File: config.mk
export PLATFORM = sky130hd
export DESIGN_NAME = motor_frame_decoder
export DESIGN_NICKNAME = d
export VERILOG_FILES = /design/src/rtl/motor_frame_decoder.sv
export SDC_FILE = /design/constraint.sdc
export NUM_CORES = 1
export LEC_CHECK = 0
export ABC_AREA = 1
export BUFFER_PORTS_ARGS = -buffer_cell sky130_fd_sc_hd__buf_2
export CORE_MARGIN = 1.5
export CORE_UTILIZATION = 30
export DETAILED_ROUTE_END_ITERATION = 16
export GPL_ROUTABILITY_DRIVEN = 0
export PLACE_DENSITY_LB_ADDON = 0.05
export RECOVER_POWER = 25
export SYNTH_ARGS = -nofsm -noshare
export SYNTH_HDL_FRONTEND = slang
export SYNTH_SLANG_ARGS = --single-unit
File: constraint.sdc
create_clock -name clk -period 12.9 [get_ports clk]
set_clock_uncertainty 0.1 [all_clocks]
set_input_delay 2.58 -clock clk [delete_from_list [all_inputs] [get_ports clk]]
set_output_delay 2.58 -clock clk [all_outputs]
set_load 0.05 [all_outputs]
File: src/rtl/motor_frame_decoder.sv
// Motor command frame decoder.
// Hunts a byte stream for one of three magic words, collects the frame body,
// checks its CRC-16 (0x8005, init 0xFFFF, MSB first) and publishes the decoded
// fields when the frame is addressed to this motor.
module motor_frame_decoder #(
    parameter int TIMEOUT_CYCLES = 48_000
) (
    input  logic               clk,
    input  logic               reset,
    input  logic               rx_valid,
    input  logic [7:0]         rx_data,
    input  logic [7:0]         my_id,
    output logic               status_request,
    output logic               setpoint_update,
    output logic               control_update,
    output logic signed [31:0] setpoint,
    output logic [7:0]         control_mode,
    output logic signed [31:0] Kp,
    output logic signed [31:0] Ki,
    output logic signed [31:0] Kd,
    output logic signed [31:0] PWMLimit,
    output logic signed [31:0] IntegralLimit,
    output logic signed [31:0] deadband,
    output logic [15:0]        crc_error_count,
    output logic [15:0]        timeout_count
);

    localparam logic [31:0] MAGIC_STATUS   = 32'h1CE1_CEBB;
    localparam logic [31:0] MAGIC_SETPOINT = 32'hD0D0_D0D0;
    localparam logic [31:0] MAGIC_CONTROL  = 32'hBAAD_A555;

    // The idle timer fires on the cycle in which it would reach TIMEOUT_CYCLES.
    localparam int                  TIMER_W    = $clog2(TIMEOUT_CYCLES + 1);
    localparam logic [TIMER_W-1:0] TIMER_LAST = TIMER_W'(TIMEOUT_CYCLES - 1);

    typedef enum logic [1:0] {
        HUNT,
        PAYLOAD,
        CHECK
    } state_t;

    typedef enum logic [1:0] {
        FT_STATUS,
        FT_SETPOINT,
        FT_CONTROL
    } frame_t;

    state_t               state;
    frame_t               frame_type;
    frame_t               magic_type;
    logic                 magic_hit;
    logic [31:0]          window;
    logic [31:0]          window_next;
    logic [4:0]           counter;
    logic [4:0]           last_index;
    logic [4:0]           crc_high_index;
    logic [15:0]          crc;
    logic [15:0]          crc_next;
    logic [15:0]          received_crc;
    logic [TIMER_W-1:0]   idle_timer;
    logic [7:0]           payload_buf [0:29];
    logic [7:0]           frame_id;
    logic                 accept_unicast;
    logic                 accept_broadcast;

    // Advance a CRC-16 (x^16+x^15+x^2+1) by one byte, D[7] shifted in first.
    function automatic logic [15:0] crc_byte(input logic [15:0] crc_in, input logic [7:0] data);
        logic [15:0] c;
        logic        feedback;
        c = crc_in;
        for (int i = 7; i >= 0; i--) begin
            feedback = c[15] ^ data[i];
            c        = {c[14:0], 1'b0};
            if (feedback) begin
                c = c ^ 16'h8005;
            end
        end
        return c;
    endfunction

    assign window_next    = {window[23:0], rx_data};
    assign crc_next       = crc_byte(crc, rx_data);
    assign crc_high_index = last_index - 5'd1;
    assign received_crc   = {payload_buf[crc_high_index], payload_buf[last_index]};
    assign frame_id       = payload_buf[0];

    // A status request must name this motor explicitly; data frames also take broadcast.
    assign accept_unicast   = (frame_id == my_id) && (frame_id != 8'hFF);
    assign accept_broadcast = (frame_id == my_id) || (frame_id == 8'hFF);

    // Classify the window including the incoming byte against the three magics.
    always_comb begin
        magic_hit  = 1'b1;
        magic_type = FT_STATUS;
        case (window_next)
            MAGIC_STATUS:   magic_type = FT_STATUS;
            MAGIC_SETPOINT: magic_type = FT_SETPOINT;
            MAGIC_CONTROL:  magic_type = FT_CONTROL;
            default:        magic_hit  = 1'b0;
        endcase
    end

    // Index of the final body byte (low CRC byte), counted from the id byte.
    always_comb begin
        case (frame_type)
            FT_STATUS:   last_index = 5'd2;
            FT_SETPOINT: last_index = 5'd6;
            default:     last_index = 5'd29;
        endcase
    end

    // Body bytes land here; the buffer carries no reset because nothing reads it before a full frame.
    always_ff @(posedge clk) begin
        if (state == PAYLOAD && rx_valid) begin
            payload_buf[counter] <= rx_data;
        end
    end

    // Frame FSM: hunt for magic, collect body with idle timeout, check CRC and publish.
    always_ff @(posedge clk or posedge reset) begin
        if (reset) begin
            state           <= HUNT;
            frame_type      <= FT_STATUS;
            window          <= 32'h0;
            counter         <= 5'd0;
            crc             <= 16'hFFFF;
            idle_timer      <= '0;
            status_request  <= 1'b0;
            setpoint_update <= 1'b0;
            control_update  <= 1'b0;
            setpoint        <= '0;
            control_mode    <= 8'h0;
            Kp              <= '0;
            Ki              <= '0;
            Kd              <= '0;
            PWMLimit        <= '0;
            IntegralLimit   <= '0;
            deadband        <= '0;
            crc_error_count <= 16'h0;
            timeout_count   <= 16'h0;
        end else begin
            status_request  <= 1'b0;
            setpoint_update <= 1'b0;
            control_update  <= 1'b0;
            case (state)
                HUNT: begin
                    if (rx_valid) begin
                        window <= window_next;
                        if (magic_hit) begin
                            frame_type <= magic_type;
                            counter    <= 5'd0;
                            crc        <= 16'hFFFF;
                            idle_timer <= '0;
                            state      <= PAYLOAD;
                        end
                    end
                end
                PAYLOAD: begin
                    if (rx_valid) begin
                        counter    <= counter + 5'd1;
                        idle_timer <= '0;
                        if (counter < crc_high_index) begin
                            crc <= crc_next;
                        end
                        if (counter == last_index) begin
                            state <= CHECK;
                        end
                    end else if (idle_timer == TIMER_LAST) begin
                        state  <= HUNT;
                        window <= 32'h0;
                        if (timeout_count != 16'hFFFF) begin
                            timeout_count <= timeout_count + 16'd1;
                        end
                    end else begin
                        idle_timer <= idle_timer + TIMER_W'(1);
                    end
                end
                CHECK: begin
                    state  <= HUNT;
                    window <= 32'h0;
                    if (crc != received_crc) begin
                        if (crc_error_count != 16'hFFFF) begin
                            crc_error_count <= crc_error_count + 16'd1;
                        end
                    end else begin
                        case (frame_type)
                            FT_STATUS: begin
                                if (accept_unicast) begin
                                    status_request <= 1'b1;
                                end
                            end
                            FT_SETPOINT: begin
                                if (accept_broadcast) begin
                                    setpoint        <= {payload_buf[1], payload_buf[2], payload_buf[3], payload_buf[4]};
                                    setpoint_update <= 1'b1;
                                end
                            end
                            default: begin
                                if (accept_broadcast) begin
                                    control_mode   <= payload_buf[1];
                                    Kp             <= {payload_buf[2],  payload_buf[3],  payload_buf[4],  payload_buf[5]};
                                    Ki             <= {payload_buf[6],  payload_buf[7],  payload_buf[8],  payload_buf[9]};
                                    Kd             <= {payload_buf[10], payload_buf[11], payload_buf[12], payload_buf[13]};
                                    PWMLimit       <= {payload_buf[14], payload_buf[15], payload_buf[16], payload_buf[17]};
                                    IntegralLimit  <= {payload_buf[18], payload_buf[19], payload_buf[20], payload_buf[21]};
                                    deadband       <= {payload_buf[22], payload_buf[23], payload_buf[24], payload_buf[25]};
                                    control_update <= 1'b1;
                                end
                            end
                        endcase
                    end
                end
                default: begin
                    state <= HUNT;
                end
            endcase
        end
    end

endmodule
# Yosys cells after proc, flatten, opt, wreduce, memory -nomap -nowiden
# Memory sizes are Yosys's and may differ from the RTL's. A register that Yosys moved wholly into a read port is not among the register bits.
# Cells that the tools add are included.
[op_classes]
order_cmp = 1
multipliers = 0
n_mux = 48
n_eq_ne = 23
n_addsub = 5
n_reduce_logical = 19
n_div = 0
bitwise = 19
n_shift = 0
[op_table]
columns = ["op", "count"]
rows = [
  ["16-bit 2-to-1 mux", 16],
  ["24-bit 2-to-1 mux", 3],
  ["24-bit case mux with 3 select lines", 1],
  ["32-bit == test, second input constant", 2],
  ["16-bit case mux with 2 select lines", 2],
  ["16-bit by 1-bit adder with 16-bit output, second input constant", 3],
  ["32-bit by 29-bit == test with 1-bit output, second input constant", 1],
  ["16-bit != test, second input constant", 2],
  ["4-bit AND reduction", 7],
  ["3-bit NOT", 8],
  ["5-bit case mux with 2 select lines", 2],
  ["16-bit == test, second input constant", 1],
  ["16-bit != test", 1],
  ["5-bit 2-to-1 mux", 3],
  ["1-bit 2-to-1 mux", 14],
  ["2-bit 2-to-1 mux", 5],
  ["8-bit == test", 1],
  ["8-bit == test, second input constant", 1],
  ["2-bit != test, second input constant", 4],
  ["8-bit != test, second input constant", 1],
  ["2-bit case mux with 2 select lines", 2],
  ["1-bit bitwise XOR", 8],
  ["3-bit by 2-bit != test with 1-bit output, second input constant", 2],
  ["3-bit AND reduction", 2],
  ["17 further kinds", 23],
]
[totals]
out_inout_bits = 267
ram_bits = 240
elab_cells = 130
register_bits = 172
input_bits = 19
mem_bits_ro = 0
latch_bits = 0
mem_count = 1
[mem_list]
columns = ["memory", "words", "word_bits", "rd", "rd_clocked_by_memory_dff", "wr", "line_no", "source"]
rows = [
  ["payload_buf", 30, 8, 28, 21, 1, "61", "logic [7:0] payload_buf [0:29];"],
]

# Depth between registers and ports, before layout
# Gate-level depths: netlist (run 1).
[depth]
ltp_word = 19
mapped_depth = 18

# Worst setup path after synthesis (run 1)
# Ideal clock, no wire load.
[synth_timing]
kind = "input-to-reg"
from = "input port rx_data[5]"
to = "register idle_timer[0]"
required_ps = 12717
arrival_ps = 4063
setup_slack_ps = 8654
path_stages = 10
setup_ps = 83
path_cell_list = "inv_1 nand2_1 nor4_1 nand2_1 nand4_1 nand2_1 nor2_1 clkbuf_1 nand3_1 o21ai_0"
[synth_between]
elab_chain_cells = 5
elab_cells_between_ends = 7
[synth_lines]
columns = ["element", "line_no", "source"]
rows = [
  ["start, declared", "11", "input logic [7:0] rx_data,"],
  ["32-bit == test or 32-bit by 29-bit == test with 1-bit output (tied branches)", "95", "case (window_next)"],
  ["3-bit OR reduction (no line) (*)", "-", ""],
  ["1-bit 2-to-1 mux (*)", "95", ""],
  ["2-bit != test (no line) (*)", "-", ""],
  ["4-bit AND reduction (no line) (*)", "-", ""],
  ["end signal, assigned", "175", "idle_timer <= idle_timer + TIMER_W'(1);"],
  ["end, declared", "60", "logic [TIMER_W-1:0] idle_timer;"],
]
# Mark *: on every way between the ends. The rest lies on a longest branch, timed or not.
# A chain may end at the register's enable or synchronous reset.

==> results of run 1 <==
routing by layer:
| layer | vias up | global-route usage | routed length, um |
|---|---|---|---|
| met1 | 7249 | 0.229 | 28800 |
| li1 | 7297 | - | - |
| met4 | 0 | 0.0464 | 1030 |
| met5 | - | 0 | 0 |
| met2 | 290 | 0.280 | 30400 |
| met3 | 69 | 0.0251 | 2410 |
synth_stat cells (all sizes together):
master,n,area [sq um]
inv,305,1140
a2bb2oi,2,17.5
o21bai,1,7.51
nor3b,2,15.0
o22a,2,17.5
nand4,23,144
or4,1,7.51
nor3,35,175
o22ai,1,6.26
a211oi,1,7.51
a22oi,7,52.6
xnor2,24,210
nor4,9,56.3
clkbuf,27,101
nor2,101,379
xor2,50,438
buf,46,230
o211ai,6,45.0
a21oi,4,20.0
nand3,102,515
edfxtp,224,6730
or2,13,81.3
o21ai,293,1470
dfrtp,316,7910
nand2,413,1550
nand3b,3,22.5
ha,15,188
dfstp,16,420
power by group:
part	total, uW	switching, uW	internal, uW
clock network	1800	750	1050
logic	508	379	130
registers	2010	68.6	1940
logic make-up after synthesis:
| logic type | Yosys count | share of synthesized area |
|---|---|---|
| fa+ha+maj | 15 | 0.00855 |
| flops | 556 | 0.686 |
| simple gates | 702 | 0.134 |
| xor+xnor | 74 | 0.0295 |
| buf+inv | 378 | 0.0672 |
| compound gates | 317 | 0.0747 |
state kept, by name (all words and copies together) (netlist names), 5 cells and up:
name,count
control_mode,8
window,24
Ki,32
Kp,32
crc,16
crc_error_count,16
PWMLimit,32
Kd,32
idle_timer,16
IntegralLimit,32
setpoint,32
payload_buf,224
counter,5
timeout_count,16
deadband,32
how the worst max path moves through the flow:
| stage | slack (ps) | startpoint | endpoint |
|---|---|---|---|
| detailed placement | 6830 | my_id[6] | deadband[22] |
| CTS | 7390 | frame_type[1] | Kp[1] |
| global placement | 6840 | my_id[6] | deadband[11] |
| floorplan | 1050 | reset | IntegralLimit[0] |
| global route | 5550 | reset | Ki[4] |
| finish | 6460 | reset | Kd[17] |
stage by stage:
| stage | utilization | power [uW] | cell area (sq um) | instances |
|---|---|---|---|---|
| final | 0.364 | 4320 | 26500 | 3351 |
| after global routing | 0.364 | 4530 | 26500 | 3350 |
| after CTS | 0.364 | 4390 | 26500 | 3350 |
| after detailed placement | 0.336 | 2560 | 24400 | 3229 |
| after global placement | 0.336 | 2550 | 24400 | 3229 |
| after floorplan | - | 2380 | 22000 | 2042 |
tightest hold or removal path, cell delays in order, from the launching register on:
cell and delay (ps):
dfrtp_1 340, nand2_1 50, o21ai_1 60
final cells by class:
class / instances / area, sq um
timing repair buffer: 301 / 1530
inverter: 305 / 1150
sequential: 556 / 15100
clock inverter: 21 / 199
clock buffer: 100 / 1880
tap: 959 / 1200
fill: 7323 / 46300
multi-input combinational: 1108 / 5440
antenna: 1 / 2.50
==> run_results.csv, run 1 <==
group,metric,value,unit
sta,setup_viol,0,
cts,cts_sinks,556,
worst_setup_path,required,13410,ps
synthesis,avgSynthCellArea,10.8,sq um
synthesis,syn_area,22000,sq um
global_routing,grt_max_degree,227,
global_routing,grt_overflow_total,0,
drt,dr_total_vias,14900,
die,dieHeight,274,um
sta,worst_pin_slew,5620,ps
die,io_pins,286,
die,start_util,0.302,
layout,mostFrequentLayoutCell,"nand2_1",
die,rows,99,
synthesis,synth-seq-area-share,0.686,
synthesis,yosys_warnings,0,
min_path,hold_class,"register to register",
sta,final-hold-violation-count,0,
run_status,run_status,"finished with violations",
worst_setup_path,critPathSlowestCell,"clkinvlp_2",
worst_setup_path,rr_worst_depth,14,
power,ir_drop,0.107,mV
global_routing,grt_usage,0.168,
worst_setup_path,regToRegEndpoint,"deadband[15]",
drt,wl_per_cell,18.7,um
sta,rsz0062_at_grt,"no",
min_path,hold_end,"IntegralLimit[17]",
synthesis,yosysUniqueCellTypes,33,
sta,tns,0,ps
sta,max_freq,155,MHz
worst_setup_path,endpoint_kind,"async pin",
synthesis,synth_fp_nets,2076,
min_path,hp-start,"IntegralLimit[17]",
drt,drc,0,
worst_setup_path,max_stage_delay,3070,ps
place,place_hpwl,41.0,mm
die,die_w,274,um
drt,antenna_left,0,
sta,min_period_over_period,0.499,
drt,wirelength,62.7,mm
die,die_area,74800,sq um
cts,clockRootBuffer,"clkbuf_16",
cts,htree_num_levels,3,
cts,cts-resized-gates,0,
drt,vias_per_cell,4.45,
run,max_cap_violations,9,
worst_setup_path,rrSetupSlack,6740,ps
cts,clkTransAtPathRegs,50,ps
layout,area_growth,20.5,%
global_routing,grt_pass1_vias,14800,
min_path,hold_path_depth,2,
worst_setup_path,path_class,"primary input to async pin",
worst_setup_path,cp_max_fo,114,
place,place_ws,6830,ps
worst_setup_path,worst-path-buf-inv,3,
cts,cts_setup_buffers,0,
sta,whs,379,ps
sta,relSlewSlack,-2.76,
drt,drt_iter0_drc,997,
synthesis,synth_seq_cells,556,
sta,finalMaxSlewViolations,362,
sta,setup_ws,6460,ps
worst_setup_path,r2r_start,"frame_type[1]",
worst_setup_path,path_cells,"buf_2 > clkinvlp_2 > buf_4",
drt,dr.pass1.iters,5,
worst_setup_path,cp-start-kind,"primary input",
worst_setup_path,path_delay_family,"buffers and inverters",
global_routing,grt_pass1_wl,94.3,mm
cts,clk-insertion-delay-late,600,ps
global_routing,antenna_found_initial,1,
die,coreArea,72700,sq um
layout,final_cell_mix,"412 x nand2_1, 316 x dfrtp_1, 303 x inv_1",
place,port_buffers,285,
cts,ctsHoldBuffers,0,
worst_setup_path,arrival,6950,ps
cts,cts_buffers,66,
power,p_leak,0.0123,uW
cts,clockBufferDepth,3,
synthesis,synthCells,2042,
cts,cts_tree,"built",
run_status,violations,"max-capacitance violations, max-slew violations",
layout,drive_gt1_frac,0.170,
worst_setup_path,path_depth,3,
layout,fin_nets,2372,
power,p_per_area,163,nW/um^2
sta,fin_crit,6440,ps
Note: power is estimated with default switching activity, not from simulation.
==> run 2: changes to the inputs <==
==> constraint.sdc (replaced) <==
create_clock -name clk -period 6.5 [get_ports clk]
set_clock_uncertainty 0.1 [all_clocks]
set_input_delay 1.3 -clock clk [delete_from_list [all_inputs] [get_ports clk]]
set_output_delay 1.3 -clock clk [all_outputs]
set_load 0.05 [all_outputs]
==> run 2 against run 1 <==
- the flow still finishes with violations (max-capacitance violations, max-slew violations)
- routed wire length grew 0.42%
- first-iteration DRC count rose by 11%
- sequential share of layout area is 0.25 points lower
- final cell count about the same
- sequential power up 99%
- register-to-register slack got worse by 4700 ps
- sequential cell count unchanged
- total power increased by 100%
- setup slack got worse by 5100 ps
- largest cell class unchanged
==> run_results.csv, run 2 (synthesis results as in run 1) <==
group,metric,value,unit
die,dieHeight,274,um
drt,dr.pass1.iters,6,
min_path,hp-start,"setpoint[22]",
layout,drive_gt1_frac,0.173,
worst_setup_path,startpoint,"rx_data[7]",
cts,cts_setup_buffers,0,
min_path,hold_class,"register to register",
drt,vias_per_cell,4.46,
run_status,run_status,"finished with violations",
cts,clkTransAtPathRegs,60,ps
worst_setup_path,endpoint_kind,"register",
sta,max_freq,195,MHz
cts,cts_sinks,556,
global_routing,grt_usage,0.168,
sta,rsz0062_at_grt,"no",
sta,relSlewSlack,-0.552,
die,rows,99,
worst_setup_path,rr_worst_depth,12,
global_routing,antenna_found_initial,5,
die,coreArea,72700,sq um
die,start_util,0.302,
worst_setup_path,arrival,5560,ps
run_status,violations,"max-capacitance violations, max-slew violations",
drt,dr_total_vias,15000,
place,place_hpwl,41.8,mm
die,die_w,274,um
sta,tns,0,ps
power,ir_drop,0.198,mV
drt,wl_per_cell,18.8,um
cts,clockRootBuffer,"clkbuf_16",
worst_setup_path,path_class,"primary input to register",
cts,cts-resized-gates,0,
drt,wirelength,62.9,mm
cts,clockBufferDepth,3,
drt,antenna_left,0,
worst_setup_path,cp-start-kind,"primary input",
cts,cts_tree,"built",
sta,fin_crit,5130,ps
sta,finalMaxSlewViolations,260,
cts,cts_buffers,66,
layout,mostFrequentLayoutCell,"nand2_1",
sta,min_period_over_period,0.789,
global_routing,grt_overflow_total,0,
layout,post-route-util,0.365,
layout,area_growth,21.0,%
power,p_leak,0.0124,uW
layout,final_cell_mix,"412 x nand2_1, 316 x dfrtp_1, 302 x inv_1",
drt,drt_iter0_drc,1105,
min_path,hold_path_depth,2,
global_routing,grt_pass1_vias,14800,
cts,clk-insertion-delay-late,600,ps
layout,regMostFlops,"payload_buf",
worst_setup_path,r2r_start,"frame_type[1]",
power,p_per_area,326,nW/um^2
sta,final-hold-violation-count,0,
die,io_pins,286,
cts,ctsHoldBuffers,0,
global_routing,grt_max_degree,211,
layout,largest_reg_flops,224,
die,die_area,74800,sq um
worst_setup_path,cp_max_fo,29,
worst_setup_path,required,6930,ps
place,port_buffers,285,
sta,setup_viol,0,
layout,fin_nets,2375,
sta,worst_pin_slew,2330,ps
global_routing,grt_pass1_wl,94.4,mm
run,max_cap_violations,9,
cts,htree_num_levels,3,
drt,drc,0,
[run 2: cell count changes in the layout (fill, tap and decap cells not counted), moves of 2 or more]
cell and change:
bufinv_16 +2, clkbuf_8 +2, buf_12 +2, clkbuf_1 -7
clkinv_1 +3, clkinvlp_4 +2
[run 2: layout make-up]
type                    instances  area, sq um
diodes                          1         2.50
well taps                     959         1200
repair buffers                304         1570
multi-input cells            1108         5440
flip-flops and latches        556        15100
inverters                     305         1150
fillers                      7329        46100
clock buffers                  93         1870
clock inverters                27          280
[run 2: stage by stage]
stage	hold slack, ps	area, sq um	worst slack [ps]	power, uW	std cells
floorplan	371	22000	678	4720	2042
global placement	367	24500	2240	5050	3232
detailed placement	372	24500	2050	5070	3232
CTS	386	26600	2050	8800	3352
global route	397	26600	904	9100	3352
finish	380	26600	1370	8650	3353
[run 2: final timing paths]
path | end | slack (ps)
worst max-delay path | crc[2] | 1370
worst min-delay path | setpoint[22] | 380
worst max register to register | PWMLimit[8] | 2080
worst min register to register | setpoint[22] | 380
max in group asynchronous | timeout_count[5] | 2610
min in group asynchronous | Kp[4] | 960
[run 2: layer usage]
layer	routed length [um]	global-route usage	up-vias
met5	13	0	-
li1	-	-	7292
met4	1510	0.0554	2
met3	2790	0.0275	89
met2	30400	0.278	342
met1	28200	0.225	7232
[run 2: power breakdown]
part           internal [uW]  leakage [uW]  switching, uW
registers               3850       0.00656            139
logic                    262       0.00478            741
clock network           2180       0.00105           1480
total                   6290        0.0124           2360
[run 2: worst max-delay path, stage by stage]
cell and delay (ps):
clkbuf_1 600, clkbuf_1 1730, inv_1 190, nand2_1 140, nand2_1 120, nand2_1 100, nand2_1 80, nand2_1 90
nand2_1 80, nand2_1 130, nand2_1 110, nand2_1 90, nand3_1 140, nand2_1 180, nand2_1 110, nand3_1 100
nand3_1 90, nand2_1 100, inv_1 40
